$ cat src/rtl/booth_mult_seq.sv
// -----------------------------------------------------------------------------
// booth_mult_seq
//   Sequential radix-2 Booth multiplier. Computes the full 2*WIDTH-bit product
//   of two WIDTH-bit operands, one add/subtract-and-shift step per clock.
//   A per-operation mode selects signed (two's complement) or unsigned.
//   Both operands are widened by one bit, so one signed Booth core serves
//   both modes. The widening bit is the operand MSB when signed and 0 when
//   unsigned. Start-to-done latency is WIDTH+2 clocks. A start presented in
//   the done cycle is accepted immediately.
//
// Ports
//   clk_i        rising-edge clock
//   rst_i        synchronous active-high reset (abandons any operation)
//   start_i      request a multiply; sampled whenever not busy
//   is_signed_i  1 = operands are two's complement, 0 = unsigned
//   a_i          multiplicand (latched on acceptance)
//   b_i          multiplier (latched on acceptance)
//   busy_o       high while an operation is in progress
//   done_o       one-cycle pulse when product_o has just been updated
//   product_o    result; holds until the next done or reset
// -----------------------------------------------------------------------------
module booth_mult_seq #(
  parameter int WIDTH = 8
) (
  input  logic                 clk_i,
  input  logic                 rst_i,
  input  logic                 start_i,
  input  logic                 is_signed_i,
  input  logic [WIDTH-1:0]     a_i,
  input  logic [WIDTH-1:0]     b_i,
  output logic                 busy_o,
  output logic                 done_o,
  output logic [2*WIDTH-1:0]   product_o
);

  localparam int EW = WIDTH + 1;           // extended operand width
  localparam int AW = WIDTH + 2;           // accumulator width
  localparam int CW = $clog2(WIDTH + 2);   // iteration counter width

  typedef enum logic [1:0] {
    ST_IDLE = 2'b00,
    ST_CALC = 2'b01,
    ST_DONE = 2'b10
  } state_e;

  // Widen an operand by one bit so that unsigned values stay positive
  // inside the signed Booth datapath.
  function automatic logic [EW-1:0] extend_op(input logic [WIDTH-1:0] v,
                                              input logic             sgn);
    return {sgn & v[WIDTH-1], v};
  endfunction

  state_e               state_q, state_d;
  logic [AW-1:0]        acc_q, acc_d;
  logic [EW-1:0]        q_q, q_d;
  logic                 q1_q, q1_d;
  logic [EW-1:0]        mcand_q, mcand_d;
  logic [CW-1:0]        cnt_q, cnt_d;
  logic                 busy_q, busy_d;
  logic                 done_q, done_d;
  logic [2*WIDTH-1:0]   prod_q, prod_d;

  logic [AW-1:0]        mcand_wide_s;
  logic [AW-1:0]        sum_s;
  logic [AW-1:0]        shift_acc_s;
  logic [EW-1:0]        shift_q_s;
  logic                 shift_q1_s;
  logic [CW-1:0]        cnt_dec_s;
  logic [AW+EW-1:0]     full_s;

  // One Booth step: add/subtract per {Q[0],Q_1}, then arithmetic right shift.
  always_comb begin
    mcand_wide_s = {mcand_q[EW-1], mcand_q};
    case ({q_q[0], q1_q})
      2'b01:   sum_s = acc_q + mcand_wide_s;
      2'b10:   sum_s = acc_q - mcand_wide_s;
      default: sum_s = acc_q;
    endcase
    shift_acc_s = {sum_s[AW-1], sum_s[AW-1:1]};
    shift_q_s   = {sum_s[0], q_q[EW-1:1]};
    shift_q1_s  = q_q[0];
    cnt_dec_s   = cnt_q - {{(CW-1){1'b0}}, 1'b1};
    // {ACC,Q} after the step holds the exact (W+1)x(W+1) product; the low
    // 2*WIDTH bits are the result for both modes.
    full_s      = {shift_acc_s, shift_q_s};
  end

  // Next-state and datapath control; busy/done are computed one cycle ahead
  // so that they leave the block as plain registers.
  always_comb begin
    state_d = state_q;
    acc_d   = acc_q;
    q_d     = q_q;
    q1_d    = q1_q;
    mcand_d = mcand_q;
    cnt_d   = cnt_q;
    busy_d  = 1'b0;
    done_d  = 1'b0;
    prod_d  = prod_q;
    case (state_q)
      ST_IDLE, ST_DONE: begin
        if (start_i) begin
          state_d = ST_CALC;
          acc_d   = {AW{1'b0}};
          q_d     = extend_op(b_i, is_signed_i);
          q1_d    = 1'b0;
          mcand_d = extend_op(a_i, is_signed_i);
          cnt_d   = CW'(WIDTH + 1);
          busy_d  = 1'b1;
        end else begin
          state_d = ST_IDLE;
        end
      end
      ST_CALC: begin
        acc_d = shift_acc_s;
        q_d   = shift_q_s;
        q1_d  = shift_q1_s;
        cnt_d = cnt_dec_s;
        if (cnt_dec_s == {CW{1'b0}}) begin
          state_d = ST_DONE;
          done_d  = 1'b1;
          prod_d  = full_s[2*WIDTH-1:0];
        end else begin
          busy_d  = 1'b1;
        end
      end
      default: begin
        state_d = ST_IDLE;
      end
    endcase
  end

  // State, datapath and output registers with synchronous reset.
  always_ff @(posedge clk_i) begin
    if (rst_i) begin
      state_q <= ST_IDLE;
      acc_q   <= {AW{1'b0}};
      q_q     <= {EW{1'b0}};
      q1_q    <= 1'b0;
      mcand_q <= {EW{1'b0}};
      cnt_q   <= {CW{1'b0}};
      busy_q  <= 1'b0;
      done_q  <= 1'b0;
      prod_q  <= {(2*WIDTH){1'b0}};
    end else begin
      state_q <= state_d;
      acc_q   <= acc_d;
      q_q     <= q_d;
      q1_q    <= q1_d;
      mcand_q <= mcand_d;
      cnt_q   <= cnt_d;
      busy_q  <= busy_d;
      done_q  <= done_d;
      prod_q  <= prod_d;
    end
  end

  assign busy_o    = busy_q;
  assign done_o    = done_q;
  assign product_o = prod_q;

endmodule

$ cat config.mk
export PLATFORM = sky130hd
export DESIGN_NAME = booth_mult_seq
export DESIGN_NICKNAME = d
export VERILOG_FILES = /design/src/rtl/booth_mult_seq.sv
export SDC_FILE = /design/constraint.sdc
export NUM_CORES = 1
export LEC_CHECK = 0
export CORE_ASPECT_RATIO = 0.8
export CORE_UTILIZATION = 40
export DETAILED_ROUTE_END_ITERATION = 16
export DONT_BUFFER_PORTS = 1
export GPL_TIMING_DRIVEN = 0
export PLACE_DENSITY = 0.53
export SLEW_MARGIN = 20
export SYNTH_ARGS = -nofsm -noshare
export SYNTH_HDL_FRONTEND = slang
export SYNTH_SLANG_ARGS = --single-unit
export TNS_END_PERCENT = 20
$ cat constraint.sdc
create_clock -name clk_i -period 5.02 [get_ports clk_i]
set_clock_uncertainty 0.1 [all_clocks]
set_input_delay 1.004 -clock clk_i [delete_from_list [all_inputs] [get_ports clk_i]]
set_output_delay 1.004 -clock clk_i [all_outputs]
set_load 0.005 [all_outputs]
==> flow_metrics.py <==
metrics = {
    "setup_path": {
        "r2r-end": "product_o[14]$_SDFFE_PP0P_",
        "critPathArrivalTime_ps": 3120,
        "max_stage_delay_ps": 410,
        "crit_chain": "ha_1, clkbuf_1, mux2_2, fa_1, nor2b_1, o2111ai_1, nand2_1, xor2_1, mux2i_1, a211oi_1",
        "r2r_setup_slack_ps": 2020,
        "r2r-start": "q_q[0]$_SDFFE_PP0P_",
        "crit_type": "reg2reg",
        "crit_path_end_kind": "flop",
        "crit_slowest_cell": "mux2_2",
        "worstPathRequired_ps": 5150,
        "crit_buf_inv": 1,
        "reg2reg_depth": 10,
        "critPathLaunchType": "flop",
        "critPathMaxFanout": 10,
        "path_delay_family": "adder cells",
    },
    "grt": {
        "grt_usage_pct": 20.27,
        "grt_pass1_wl_um": 10830,
        "met3_usage_pct": 4.591,
        "antenna_found_initial": 0,
        "grt_busiest_layer": "met1",
        "gr-usage-met1_pct": 30.92,
        "grt_pass1_vias": 2098,
        "overflow": 0,
        "met2_usage_pct": 29.17,
        "grt_max_degree": 17,
    },
    "timing": {
        "worstMarginPinSlew_ps": 649.1,
        "finalCritPeriodShare_pct": 59.75,
        "max-slew-margin-rel_pct": 56.73,
        "setup-tns-final_ps": 0,
        "rsz0062_at_grt": "no",
        "finalHoldViolCount": 0,
        "setup_viol": 0,
        "timing.final.ws_setup_ps": 2020,
        "finalMaxSlewViolations": 0,
        "period_minus_slack_ps": 3000,
        "clock.fmax_mhz": 333.4,
    },
    "layout": {
        "n_antenna_cell": 0,
        "fin_cells": 429,
        "syn_to_final_growth_pct": 7.538,
        "drive_gt1_share_pct": 4.928,
        "nets": 378,
        "nFillCells": 683,
    },
    "pwr": {
        "power.share.switching_pct": 33.49,
        "pwr-share-clk_pct": 26.0,
        "p_comb_share_pct": 27.5,
        "ir_drop_v": 0.0001234,
        "p_seq_share_pct": 46.5,
        "p_int_mw": 0.6537,
        "power.leakage_nw": 1.047,
        "p_sw_mw": 0.3292,
        "cellPowerDensity_nw_per_um2": 339.9,
    },
    "yosys": {
        "synth_most_common_cell": "nand2_1",
        "yosysTopAreaCellShare_pct": 38.72,
        "synth_fp_nets": 371,
        "yosys-top-cells-area": "dfxtp_1 (39%), nand2_1 (8.7%), a21oi_1 (7.4%), ha_1 (6.0%), nor2_1 (5.7%)",
        "ys_ff_latch": 52,
        "synth_area_leader_cell": "dfxtp_1",
        "yosysWarnings": 0,
        "ys_async_sr_fraction_pct": 0,
        "synth_cell_type_count": 45,
        "synth_common_cells": "nand2_1 (62), dfxtp_1 (52), nor2_1 (41)",
        "synth-edff-count": 0,
        "synth_flop_cell": "dfxtp_1",
        "synthCells": 337,
        "avgSynthCellArea_um2": 7.979,
        "seq_area_frac_synth_pct": 38.72,
        "synth_area_um2": 2689,
    },
    "routing": {
        "route.detailed.drc": 0,
        "drt-total-wl_um": 6745,
        "postRouteAntennaNets": 0,
        "drt_iter0_markers": 101,
        "vias": 2294,
        "wl_per_cell_um": 15.72,
        "firstDrtPassIters": 4,
        "via_per_inst": 5.347,
    },
    "placement": {
        "dp_slack_ps": 2076,
        "hpwl_um": 5002,
        "port_buffers": 0,
        "gp_congestion": 0.8326,
        "placed_cells": 421,
    },
    "clock_tree": {
        "cts_root_buf": "clkbuf_8",
        "cts.htree.levels": 2,
        "clock-sinks": 52,
        "cts_buffers": 5,
        "clk_pin_slew_ps": 100,
        "cts.repair.resized": 0,
        "hold_buffers": 0,
        "tritoncts": "built",
        "clk_path_buf_depth": 2,
        "insertion_delay_ps": 300,
        "cts_setup_buffers": 0,
    },
    "floorplanning": {
        "num_io_pins": 38,
        "dieWidth_um": 93.67,
        "std_cell_rows": 26,
        "dieArea_um2": 7056,
        "die_y_um": 75.33,
        "core_um2": 6441,
        "start_util_pct": 41.74,
    },
    "min_path": {
        "min_path_cells": 2,
        "min_to": "product_o[5]$_SDFFE_PP0P_",
        "hold_path_class": "reg2reg",
        "worstHoldStart": "q_q[6]$_SDFFE_PP0P_",
    },
    "run": {
        "drv_cap": 0,
    },
    "outcome": {
        "status": "complete, no violations",
    },
}
==> logic make-up after synthesis <==
logic type | synth area share [%]
AOI/OAI and AO/OA | 20.24
and+or+nand+nor | 23.41
muxes | 2.327
buffers and inverters | 4.606
DFF | 38.72
adders and majority gates | 6.794
xor gates and xnor gates | 3.909
==> how the worst max path moves through the flow <==
stage / start / endpoint / slack [ps] / cells after the start
after floorplan: q_q[0]$_SDFFE_PP0P_ / product_o[14]$_SDFFE_PP0P_ / 2480 / 10
after global placement: q_q[0]$_SDFFE_PP0P_ / product_o[14]$_SDFFE_PP0P_ / 2080 / 10
after detailed placement: q_q[0]$_SDFFE_PP0P_ / product_o[14]$_SDFFE_PP0P_ / 2080 / 10
after CTS: q_q[0]$_SDFFE_PP0P_ / product_o[14]$_SDFFE_PP0P_ / 2030 / 10
after global routing: q_q[0]$_SDFFE_PP0P_ / product_o[14]$_SDFFE_PP0P_ / 1810 / 10
final: q_q[0]$_SDFFE_PP0P_ / product_o[14]$_SDFFE_PP0P_ / 2020 / 10
==> worst register-to-register path: cells and delay by family, from the launching register on <==
kind | cells | cell delay, ps
and+or+nand+nor | 2 | 360
AOI/OAI and AO/OA | 2 | 410
muxes | 2 | 520
buffers and inverters | 1 | 340
xor gates and xnor gates | 1 | 200
adders and majority gates | 2 | 590
DFF | 1 | 380
==> layout make-up <==
class	count	area, um2	share of cell area, %
tap	84	105.1	3.635
clock buffer	6	82.58	2.856
clock inverter	2	15.01	0.5193
buffer	21	93.84	3.245
inverter	8	30.03	1.039
sequential	52	1041	36.00
multi-input combinational	256	1524	52.70
==> cell usage in the layout (no fill, tap or decap), types with 2 or more instances in the layout <==
| master | count |
|---|---|
| o21a_1 | 4 |
| o211ai_1 | 3 |
| nor3_1 | 12 |
| xor2_1 | 3 |
| a31oi_1 | 3 |
| nand2_1 | 62 |
| a21o_1 | 3 |
| mux2_2 | 2 |
| nand2b_1 | 5 |
| clkinvlp_4 | 2 |
| buf_6 | 2 |
| xnor2_1 | 9 |
| nor4b_1 | 2 |
| nor2b_1 | 4 |
| nor3b_1 | 2 |
| clkbuf_8 | 6 |
| o31ai_1 | 2 |
| dfxtp_1 | 52 |
| nor2_1 | 41 |
| inv_1 | 8 |
| ha_1 | 13 |
| mux2i_1 | 4 |
| a211oi_1 | 3 |
| clkbuf_1 | 18 |
| and2_1 | 2 |
| o21ai_0 | 4 |
| nand3b_1 | 4 |
| a311oi_1 | 7 |
| a22oi_1 | 4 |
| a21oi_1 | 40 |
| a32oi_1 | 3 |
==> power by group through the flow <==
stage	Sequential, mW	Clock (mW)	Combinational [mW]
2_1_floorplan	0.461	0	0.213
3_3_place_gp	0.466	0	0.266
3_5_place_dp	0.466	0	0.267
4_1_cts	0.457	0.266	0.269
5_1_grt	0.462	0.282	0.303
6_report	0.457	0.255	0.270
==> flip-flops by register name, indices dropped and copies added, names as in the netlist <==
signal	flops
state_q	2
done_o	1
q1_q	1
acc_q	9
q_q	9
product_o	16
mcand_q	9
cnt_q	4
busy_o	1
==> layer usage <==
metal | up-vias | part of all wire [%]
met5 | - | 0
met4 | 0 | 0.64
met3 | 5 | 4.7
met2 | 36 | 40
met1 | 1072 | 55
li1 | 1181 | -
==> through the flow <==
step / hold slack, ps / util (%) / cell area (um2) / power (mW)
2_1_floorplan: 344.8 / - / 2689 / 0.6734
3_3_place_gp: 361.9 / 43.38 / 2794 / 0.7321
3_5_place_dp: 365.2 / 43.38 / 2794 / 0.7337
4_1_cts: 381.1 / 44.89 / 2892 / 0.9922
5_1_grt: 397.3 / 44.89 / 2892 / 1.047
6_report: 375.5 / 44.89 / 2892 / 0.9829
Power figures use the tool's default switching activity.
